<file path="config.mk">
export PLATFORM = sky130hd
export DESIGN_NAME = sap1_micro_sequencer_flat
export DESIGN_NICKNAME = d
export VERILOG_FILES = /design/src/rtl/sap1_micro_sequencer_if.sv /design/src/rtl/sap1_micro_sequencer.sv /design/src/flat_wrapper.sv
export SDC_FILE = /design/constraint.sdc
export NUM_CORES = 1
export LEC_CHECK = 0
export CAP_MARGIN = 20
export CORE_MARGIN = 5
export CORE_UTILIZATION = 50
export CTS_CLUSTER_DIAMETER = 150
export DETAILED_ROUTE_END_ITERATION = 6
export HOLD_SLACK_MARGIN = 0.08
export PLACE_DENSITY = 0.88
export SLEW_MARGIN = 20
export SYNTH_ARGS = -nofsm -noshare
export SYNTH_HDL_FRONTEND = slang
export SYNTH_SLANG_ARGS = --single-unit
</file>
<file path="constraint.sdc">
create_clock -name clk -period 3.6 [get_ports clk]
set_input_delay 0.54 -clock clk [delete_from_list [all_inputs] [get_ports clk]]
set_output_delay 0.54 -clock clk [all_outputs]
set_load 0.05 [all_outputs]
</file>
<file path="src/rtl/sap1_micro_sequencer_if.sv">
// sap1_micro_sequencer_if: run/step/opcode into the sequencer; T-state, SAP-1 control word and status out.
// Control names and polarities match the existing datapath (LM..LO active-low).
interface sap1_micro_sequencer_if #(parameter int CNT_W = 8);
    logic run;
    logic step_mode;
    logic step;
    logic [3:0] opcode;
    logic [5:0] T;
    logic CP, EP, EA, SU, EU;
    logic LM, CE, LI, EI, LA, LB, LO;
    logic halted;
    logic illegal;
    logic busy;
    logic [CNT_W-1:0] instr_cnt;

    modport master (
        input  run, step_mode, step, opcode,
        output T, CP, EP, EA, SU, EU, LM, CE, LI, EI, LA, LB, LO,
        output halted, illegal, busy, instr_cnt
    );

    modport slave (
        output run, step_mode, step, opcode,
        input  T, CP, EP, EA, SU, EU, LM, CE, LI, EI, LA, LB, LO,
        input  halted, illegal, busy, instr_cnt
    );
endinterface

</file>
<file path="src/rtl/sap1_micro_sequencer.sv">
// sap1_micro_sequencer: microprogrammed SAP-1 controller with run/pause/step, halt and illegal-opcode detection.
// Controls decode only the registered state plus opcode, so they change solely on clk or async reset.
module sap1_micro_sequencer #(
    parameter bit SKIP_NOP = 1'b1,
    parameter int CNT_W    = 8
) (
    input logic clk,
    input logic rst,
    sap1_micro_sequencer_if.master bus
);
    // One-hot encoding with T1..T6 in the low bits, so T is a direct slice of the state.
    typedef enum logic [8:0] {
        S_T1    = 9'b000000001,
        S_T2    = 9'b000000010,
        S_T3    = 9'b000000100,
        S_T4    = 9'b000001000,
        S_T5    = 9'b000010000,
        S_T6    = 9'b000100000,
        S_IDLE  = 9'b001000000,
        S_PAUSE = 9'b010000000,
        S_HALT  = 9'b100000000
    } state_t;

    state_t st;
    state_t tgt;
    logic step_q;
    logic illegal_q;
    logic [CNT_W-1:0] cnt;
    logic lda, add, sub, out, hlt, legal, alu_op, mem_op;
    logic t1, t2, t3, t4, t5, t6;
    logic last, step_rise;

    assign lda    = bus.opcode == 4'b0000;
    assign add    = bus.opcode == 4'b0001;
    assign sub    = bus.opcode == 4'b0010;
    assign out    = bus.opcode == 4'b1110;
    assign hlt    = bus.opcode == 4'b1111;
    assign legal  = lda || add || sub || out || hlt;
    assign alu_op = add || sub;
    assign mem_op = lda || alu_op;

    assign t1 = st == S_T1;
    assign t2 = st == S_T2;
    assign t3 = st == S_T3;
    assign t4 = st == S_T4;
    assign t5 = st == S_T5;
    assign t6 = st == S_T6;

    assign step_rise = bus.step && !step_q;

    // Instruction boundary: HLT always stops at T4; the rest shorten only when SKIP_NOP is set.
    assign last = (t4 && (hlt || (SKIP_NOP && (out || !legal)))) || (t5 && SKIP_NOP && lda) || t6;
    assign tgt  = (t4 && hlt) ? S_HALT : !bus.run ? S_IDLE : bus.step_mode ? S_PAUSE : S_T1;

    always_ff @(posedge clk or negedge rst) begin
        if (!rst) begin
            st        <= S_IDLE;
            step_q    <= 1'b0;
            illegal_q <= 1'b0;
            cnt       <= '0;
        end else begin
            step_q <= bus.step;
            if (t4 && !legal) illegal_q <= 1'b1;
            if (last && !(&cnt)) cnt <= cnt + 1'b1;
            if (last) st <= tgt;
            else begin
                case (st)
                    S_IDLE:  st <= bus.run ? S_T1 : S_IDLE;
                    S_PAUSE: st <= !bus.run ? S_IDLE : step_rise ? S_T1 : S_PAUSE;
                    S_T1:    st <= S_T2;
                    S_T2:    st <= S_T3;
                    S_T3:    st <= S_T4;
                    S_T4:    st <= S_T5;
                    S_T5:    st <= S_T6;
                    default: st <= st;
                endcase
            end
        end
    end

    assign bus.T         = st[5:0];
    assign bus.busy      = |st[5:0];
    assign bus.halted    = st == S_HALT;
    assign bus.illegal   = illegal_q;
    assign bus.instr_cnt = cnt;

    assign bus.EP = t1;
    assign bus.CP = t2;
    assign bus.EA = t4 && out;
    assign bus.EU = t6 && alu_op;
    assign bus.SU = t6 && sub;
    assign bus.LM = !(t1 || (t4 && mem_op));
    assign bus.CE = !(t3 || (t5 && mem_op));
    assign bus.LI = !t3;
    assign bus.EI = !(t4 && mem_op);
    assign bus.LA = !((t5 && lda) || (t6 && alu_op));
    assign bus.LB = !(t5 && alu_op);
    assign bus.LO = !(t4 && out);
endmodule

</file>
<file path="src/flat_wrapper.sv">
// flat-port wrapper written by rule: the top's interface ports become plain ports
module sap1_micro_sequencer_flat 
#(
    parameter bit SKIP_NOP = 1'b1,
    parameter int CNT_W    = 8
)
  (clk, rst, bus_run, bus_step_mode, bus_step, bus_opcode, bus_T, bus_CP, bus_EP, bus_EA, bus_SU, bus_EU, bus_LM, bus_CE, bus_LI, bus_EI, bus_LA, bus_LB, bus_LO, bus_halted, bus_illegal, bus_busy, bus_instr_cnt);
  sap1_micro_sequencer_if #(.CNT_W(CNT_W)) bus_i ();
  input logic clk;
  input logic rst;
  input wire logic [$bits(bus_i.run)-1:0] bus_run;
  input wire logic [$bits(bus_i.step_mode)-1:0] bus_step_mode;
  input wire logic [$bits(bus_i.step)-1:0] bus_step;
  input wire logic [$bits(bus_i.opcode)-1:0] bus_opcode;
  output wire logic [$bits(bus_i.T)-1:0] bus_T;
  output wire logic [$bits(bus_i.CP)-1:0] bus_CP;
  output wire logic [$bits(bus_i.EP)-1:0] bus_EP;
  output wire logic [$bits(bus_i.EA)-1:0] bus_EA;
  output wire logic [$bits(bus_i.SU)-1:0] bus_SU;
  output wire logic [$bits(bus_i.EU)-1:0] bus_EU;
  output wire logic [$bits(bus_i.LM)-1:0] bus_LM;
  output wire logic [$bits(bus_i.CE)-1:0] bus_CE;
  output wire logic [$bits(bus_i.LI)-1:0] bus_LI;
  output wire logic [$bits(bus_i.EI)-1:0] bus_EI;
  output wire logic [$bits(bus_i.LA)-1:0] bus_LA;
  output wire logic [$bits(bus_i.LB)-1:0] bus_LB;
  output wire logic [$bits(bus_i.LO)-1:0] bus_LO;
  output wire logic [$bits(bus_i.halted)-1:0] bus_halted;
  output wire logic [$bits(bus_i.illegal)-1:0] bus_illegal;
  output wire logic [$bits(bus_i.busy)-1:0] bus_busy;
  output wire logic [$bits(bus_i.instr_cnt)-1:0] bus_instr_cnt;
  assign bus_i.run = bus_run;
  assign bus_i.step_mode = bus_step_mode;
  assign bus_i.step = bus_step;
  assign bus_i.opcode = bus_opcode;
  assign bus_T = bus_i.T;
  assign bus_CP = bus_i.CP;
  assign bus_EP = bus_i.EP;
  assign bus_EA = bus_i.EA;
  assign bus_SU = bus_i.SU;
  assign bus_EU = bus_i.EU;
  assign bus_LM = bus_i.LM;
  assign bus_CE = bus_i.CE;
  assign bus_LI = bus_i.LI;
  assign bus_EI = bus_i.EI;
  assign bus_LA = bus_i.LA;
  assign bus_LB = bus_i.LB;
  assign bus_LO = bus_i.LO;
  assign bus_halted = bus_i.halted;
  assign bus_illegal = bus_i.illegal;
  assign bus_busy = bus_i.busy;
  assign bus_instr_cnt = bus_i.instr_cnt;
  sap1_micro_sequencer #(.SKIP_NOP(SKIP_NOP), .CNT_W(CNT_W)) u_core (.clk(clk), .rst(rst), .bus(bus_i));
endmodule
</file>
==> summary.md, run 1 <==
| Metric | Value |
|---|---|
| Status | `completed` |
| Average size of a mapped cell | `9.078 um^2` |
| Worst Path Max Fanout | `10` |
| Metal3 WL | `a little under 300 um` |
| Yosys warns | `0` |
| DRT met1 WL | `1214 um` |
| Io pins | `38` |
| Global-route wire length before repair | `just over 5000 um` |
| Max Fclk | `roughly 300 MHz` |
| FFs w/ async S/R, synth | `1.000` |
| Net Count, Synth | `between 100 and 150` |
| FF/Latch Area | `between 400 and 500 um^2` |
| Clock buffer depth | `2` |
| Hold Buf Count CTS | `0` |
| Filler instances | `a little under 200` |
| Setup Slack @ Placement | `0.4479 ns` |
| Mapped cell area | `1244 um^2` |
| Synth unique cells | `45` |
| Die area | `around 3600 um^2` |
| Hold Fails Final Rpt | `0` |
| Layout Skew | `about 0.0027 ns` |
| Final setup fails | `0` |
| Initial DRC count | `75` |
| Post-synthesis sequential area ratio | `0.3833` |
| IR drop worst, VDD | `0.5789 mV` |
| Startpoint Class | `register` |
| Vias/cell | `between 5 and 6` |
| Largest net degree at the start of global routing | `20` |
| Post-synthesis mux area share | `0.009054` |
| Row cnt | `18` |
| Final nets | `around 180` |
| Kind of critical path | `register to primary output` |
| P_int | `0.0006844 W` |
| Later-pin clock latency in the skew report | `0.30 ns` |
| DRT Pass-1 Iters | `4` |
| R2R setup slack | `1.17 ns` |
| Switch Pwr | `just under 0.0008 W` |
| Clock sink count | `19` |
| Post-DRT Antenna Nets | `0` |
| Synth Area in Compound Gates | `0.1710` |
| Core Util, Final | `0.6677` |
| Number of synthesized flops with an enable pin | `0` |
| Ys flop type | `dfrtp_1` |
| PwrDens | `between 900 and 1000 nW/um^2` |
| Part of the cycle the worst path needs | `0.9306` |
| Setup Total Neg Slack | `0 ns` |
| Gpl congestion | `roughly 0.9` |
| Final instance area | `between 1500 and 2000 um^2` |
| Initial antenna violation count | `0` |
| XOR/XNOR share of the synthesized area | `0.06338` |
| Comb power frac | `0.663` |
| Grt ovf | `0` |
| Post-Synth Simple-Gate Area | `0.2867` |
| Area growth syn-to-layout | `30.58%` |
| Slew @ Worst Pin | `0.8337 ns` |
| Worst EP required | `about 3.1 ns` |
| Max Cap Viol | `0` |
| Adder-cell share of the synthesized area | `0.01006` |
| Starting density of the core | `0.5113` |
| Commonest non-fill, non-tap cell in the layout | `clkdlybuf4s50_1` |
| Multi-input gate area | `678.2 um^2` |
| Routed Wire Length | `~3000 um` |
| Wire length on met2 | `1471 um` |
| HPWL after detailed placement | `approximately 2400 um` |
| PnR worst setup slack | `0.2497 ns` |
| Top routing layer in use | `met4` |
| P_leak | `slightly above 0.7 nW` |
| Most frequent cells in the layout | `clkdlybuf4s50_1, dfrtp_1, nor2_1` |
| Reg clk slew, reported paths | `about 0.11 ns` |
| Core ar. | `2432 um^2` |
| CTS tree | `yes` |
| Total CTS buffers | `3` |
| Vias in the first global route | `approximately 1100` |
| Clk root buf | `clkbuf_4` |
| Clock network fraction of total power | `0.073` |
| H-Tree Depth | `1` |
| Layout cells sized above 1 | `0.08333` |
| Total inserted antenna cells | `0` |
| Hold/Removal Path Class | `register to register` |
| #FFs+latches synth | `19` |
| Drc violations | `0` |
| GRT Resource Usage Total | `0.1852` |
| Die Wd | `59.88 um` |
| Fin crit period | `3.350 ns` |
| Crit path DAT | `around 2.8 ns` |
| Cell count after synthesis | `137` |
| Setup crit end kind | `primary output` |
| Die H | `59.88 um` |
| Max-slew violations | `0` |
| Net Sw Frac | `0.5334` |
| RSZ-0062 raised after global routing | `no` |
| Dpl cell area | `approximately 1600 um^2` |
| Port-buffer cells | `37` |
| Largest family of logic cells by synthesized area | `simple AND/OR/NAND/NOR gates` |
| Flop pwr share | `0.264` |
| DR WL/cell | `around 15 um` |
| Slew HR | `0.4424` |
| Via count | `roughly 1200` |
## cell usage after synthesis (3+ instances only)
master,n,area [um^2]
dfrtp_1,18,450.4
inv_1,5,18.77
xnor2_1,6,52.55
nand4_1,4,25.02
nand2_1,11,41.29
nand3_1,7,35.03
xor2_1,3,26.28
and3_1,3,18.77
nor3_1,3,15.01
a21o_1,4,30.03
or3_1,3,18.77
o211ai_1,3,22.52
nor2_1,16,60.06
o21ai_0,4,20.02
buf_4,7,52.55
## final cells by class
type | count | share of cell area
clock inverter | 1 | 0.003082
timing repair buffer | 38 | 0.2373
multi-input combinational | 102 | 0.4176
sequential | 19 | 0.2935
clock buffer | 3 | 0.01387
tap | 30 | 0.02311
inverter | 5 | 0.01156
## metal layers
layer  GRT usage  vias to the layer above
li1            -                      558
met1      0.2486                      533
met2      0.2978                       58
met3     0.03240                        2
met4     0.06646                        0
met5           0                        -
## registers in the layout, indices dropped and copies added, names as in the netlist
| register | cells |
|---|---|
| u_core.bus.illegal | 1 |
| u_core.step_q | 1 |
| u_core.st | 9 |
| u_core.bus.instr_cnt | 8 |
## metrics by stage
stage / total power [W] / std cells / hold slack [ns]
2_1_floorplan: 0.001135 / 137 / 0.2444
3_3_place_gp: 0.001339 / 194 / 0.4616
3_5_place_dp: 0.001363 / 194 / 0.4614
4_1_cts: 0.001472 / 198 / 0.4898
5_1_grt: 0.001566 / 198 / 0.5061
6_report: 0.001467 / 198 / 0.4831
## critical path, stage by stage, from the launching register on
cell and delay [ns]:
dfrtp_1 0.51, or4b_4 0.57, or3_1 0.34, or3_1 0.38, clkdlybuf4s50_1 0.72
## logic make-up (layout without fill, tap and decap cells)
logic type               after synthesis  count (layout)
AND/OR/NAND/NOR                       65              65
adder cells (fa/ha/maj)                1               1
multiplexers                           1               1
AO/OA/AOI/OAI                         26              26
flip-flops                            19              19
XOR/XNOR                               9               9
buffers and inverters                 16              47
## final timing paths
path / start / end / depth (start not counted)
hold reg to reg: u_core.bus.illegal / u_core.bus.illegal / 1
max in group asynchronous: rst / u_core.bus.instr_cnt[6] / 1
min in group asynchronous: rst / u_core.step_q / 1
setup reg to reg: u_core.st[2] / u_core.bus.instr_cnt[1] / 4
setup / recovery: u_core.st[0] / bus_LO / 4
hold / removal: u_core.bus.illegal / u_core.bus.illegal / 1
## power by group through the flow
stage / Clock [W] / Combinational, W / Sequential [W]
6_report: 0.000107 / 0.000973 / 0.000387
3_5_place_dp: 0 / 0.000975 / 0.000388
2_1_floorplan: 0 / 0.000690 / 0.000445
4_1_cts: 0.000111 / 0.000977 / 0.000384
3_3_place_gp: 0 / 0.000956 / 0.000383
5_1_grt: 0.000122 / 0.00104 / 0.000401
## timing repair
item | 4_1_cts | 5_1_grt
resized for setup | 0 | 4
setup buffers | 0 | 0
endpoints found under the setup margin | 0 | 4
Power figures use the tool's default switching activity.
==> run 2: changes to the inputs <==
PLACE_DENSITY = 0.84   (was 0.88)
TNS_END_PERCENT = 50   (was default)
==> summary.md, run 2 (synthesis gave the netlist of run 1 again) <==
| Metric | Value |
|---|---|
| Status | `completed (unchanged)` |
| Slowest stage cell, crit path | `clkdlybuf4s50_1 (unchanged)` |
| Total CTS buffers | `3 (unchanged)` |
| H-Tree Depth | `1 (unchanged)` |
| Most frequent cells in the layout | `clkdlybuf4s50_1, dfrtp_1, nor2_1 (unchanged)` |
| Placed Instances | `194 (unchanged)` |
| Clk root buf | `clkbuf_4 (unchanged)` |
| Vias/cell | `5.889 (was 5.813)` |
| Layout Skew | `0.005132 ns (was 0.002738 ns)` |
| Largest Register | `u_core.st (unchanged)` |
| Hold Buf Count CTS | `0 (unchanged)` |
| Crit path DAT | `2.81 ns (about the same)` |
| Final setup fails | `0 (unchanged)` |
| DRT Pass-1 Iters | `4 (unchanged)` |
| Commonest non-fill, non-tap cell in the layout | `clkdlybuf4s50_1 (unchanged)` |
| GRT Resource Usage Total | `0.1810 (was 0.1852)` |
| Clock sink count | `19 (unchanged)` |
| Worst Path Max Fanout | `7 (was 10)` |
| PwrDens | `904.5 nW/um^2 (was 903.2 nW/um^2)` |
| DR WL/cell | `15.41 um (was 15.11 um)` |
| Fin crit period | `3.352 ns (was 3.350 ns)` |
| Later-pin clock latency in the skew report | `0.29 ns (was 0.30 ns)` |
| Comb power frac | `0.663 (about the same)` |
| Slew HR | `0.4347 (was 0.4424)` |
| Die area | `3585 um^2 (unchanged)` |
| Reg clk slew, reported paths | `0.10 ns (was 0.11 ns)` |
| P_leak | `0.7047 nW (was 0.7075 nW)` |
| Max Cap Viol | `0 (unchanged)` |
| Die H | `59.88 um (unchanged)` |
| Net Sw Frac | `0.5322 (was 0.5334)` |
| Flop pwr share | `0.265 (was 0.264)` |
| Gpl congestion | `0.8736 (was 0.8972)` |
| Max Fclk | `298.3 MHz (was 298.5 MHz)` |
| Starting density of the core | `0.5113 (unchanged)` |
| Post-cts gate resize count | `0 (unchanged)` |
| Layout cells sized above 1 | `0.07738 (was 0.08333)` |
| Final nets | `179 (unchanged)` |
| Clock network fraction of total power | `0.071 (was 0.073)` |
| Drc violations | `0 (unchanged)` |
| Total setup buffers inserted after CTS | `0 (unchanged)` |
| Area growth syn-to-layout | `30.48% (was 30.58%)` |
| Part of the cycle the worst path needs | `0.9311 (was 0.9306)` |
| Largest net degree at the start of global routing | `20 (unchanged)` |
| Max reg flops | `9 (unchanged)` |
| FF/Latch Area | `476.7 um^2 (unchanged)` |
| Switch Pwr | `0.0007812 W (was 0.0007824 W)` |
| Io pins | `38 (unchanged)` |
| Global-route wire length before repair | `4974 um (was 5050 um)` |
| Crit-path cells | `or4_1, or3_1, or3_1, clkdlybuf4s50_1 (was or4b_4, or3_1, or3_1, clkdlybuf4s50_1)` |
| Hold Fails Final Rpt | `0 (unchanged)` |
| HPWL after detailed placement | `2410 um (was 2358 um)` |
| Port-buffer cells | `37 (unchanged)` |
| Setup crit end kind | `primary output (unchanged)` |
| Hold/Removal Path Class | `register to register (unchanged)` |
| Routed Wire Length | `3052 um (was 2991 um)` |
| Kind of critical path | `register to primary output (unchanged)` |
| Post-Layout Cell Count | `198 (unchanged)` |
| Clock buffer depth | `2 (unchanged)` |
| Initial DRC count | `57 (was 75)` |
| Setup Total Neg Slack | `0 ns (unchanged)` |
| Final instance area | `1623 um^2 (was 1624 um^2)` |
| Initial antenna violation count | `0 (unchanged)` |
| Startpoint Class | `register (unchanged)` |
| CP Buf/Inv Count | `1 (unchanged)` |
| Via count | `1166 (was 1151)` |
| Die Wd | `59.88 um (unchanged)` |
| Worst EP required | `3.06 ns (about the same)` |
| Dpl cell area | `1587 um^2 (unchanged)` |
| CTS tree | `yes (unchanged)` |
| Row cnt | `18 (unchanged)` |
| RSZ-0062 raised after global routing | `no (unchanged)` |
| IR drop worst, VDD | `0.6158 mV (was 0.5789 mV)` |
| Core Util, Final | `0.6672 (was 0.6677)` |
| Total inserted antenna cells | `0 (unchanged)` |
| P_int | `0.0006867 W (was 0.0006844 W)` |
| CP top delay family | `simple AND/OR/NAND/NOR gates (unchanged)` |
| Most common cell type on the critical path | `or3_1 (unchanged)` |
| Tot Pwr | `0.001468 W (was 0.001467 W)` |
| Vias in the first global route | `1104 (was 1088)` |
| Core ar. | `2432 um^2 (unchanged)` |
| CP max stage delay | `0.72 ns (about the same)` |
| Multi-input gate area | `678.2 um^2 (unchanged)` |
| Post-DRT Antenna Nets | `0 (unchanged)` |
| Filler instances | `214 (was 193)` |
| Slew @ Worst Pin | `0.8452 ns (was 0.8337 ns)` |
| Max-slew violations | `0 (unchanged)` |
| Grt ovf | `0 (unchanged)` |
run 2: cell types whose count changed in the layout (fill, tap and decap cells not counted), sizes merged:
cell,previous run,this run
clkbuf,3,4
clkinv,1,0
run 2: worst reg2reg max path, cell delays in order (launching register included):
cell	delay (ns)
dfrtp_1	0.49
or4_4	0.59
or2_0	0.39
o32ai_4	0.48
mux2_2	0.38
run 2: path summary, 6_finish.rpt:
kind	from	end	slack (ns)	cells past startpoint
min in group asynchronous	rst	u_core.bus.instr_cnt[7]	0.72	1
setup reg to reg	u_core.st[2]	u_core.bus.instr_cnt[1]	1.19	4
max in group asynchronous	rst	u_core.st[4]	2.36	1
hold / removal	u_core.bus.illegal	u_core.bus.illegal	0.51	1
setup / recovery	u_core.st[7]	bus_LO	0.25	4
hold reg to reg	u_core.bus.illegal	u_core.bus.illegal	0.51	1
run 2: routing by layer:
| metal | track usage | vias to the layer above | part of all wire |
|---|---|---|---|
| li1 | - | 555 | - |
| met2 | 0.3086 | 44 | 0.49 |
| met4 | 0.04747 | 0 | 0.0095 |
| met5 | 0 | - | 0 |
| met1 | 0.2332 | 563 | 0.43 |
| met3 | 0.03456 | 4 | 0.068 |
run 2: power by group through the flow:
| stage | sequential [W] | clock (W) | combinational (W) |
|---|---|---|---|
| after global placement | 0.000383 | 0 | 0.000957 |
| final | 0.000390 | 0.000105 | 0.000973 |
| after global routing | 0.000405 | 0.000120 | 0.00104 |
| after detailed placement | 0.000392 | 0 | 0.000975 |
| after CTS | 0.000388 | 0.000111 | 0.000978 |
| after floorplan | 0.000445 | 0 | 0.000690 |
run 2: metrics by stage:
step,hold slack [ns],worst slack (ns)
finish,0.5085,0.2480
global route,0.5264,0.1136
CTS,0.5237,0.05024
detailed placement,0.4954,0.3893
global placement,0.4611,0.4857
floorplan,0.2444,0.1427
run 2: cell type report:
class                           instances  share of cell area
Tap cell                               30             0.02313
Timing Repair Buffer                   38              0.2375
Multi-Input combinational cell        102              0.4179
Sequential cell                        19              0.2938
Inverter                                5             0.01157
Clock buffer                            4             0.01619
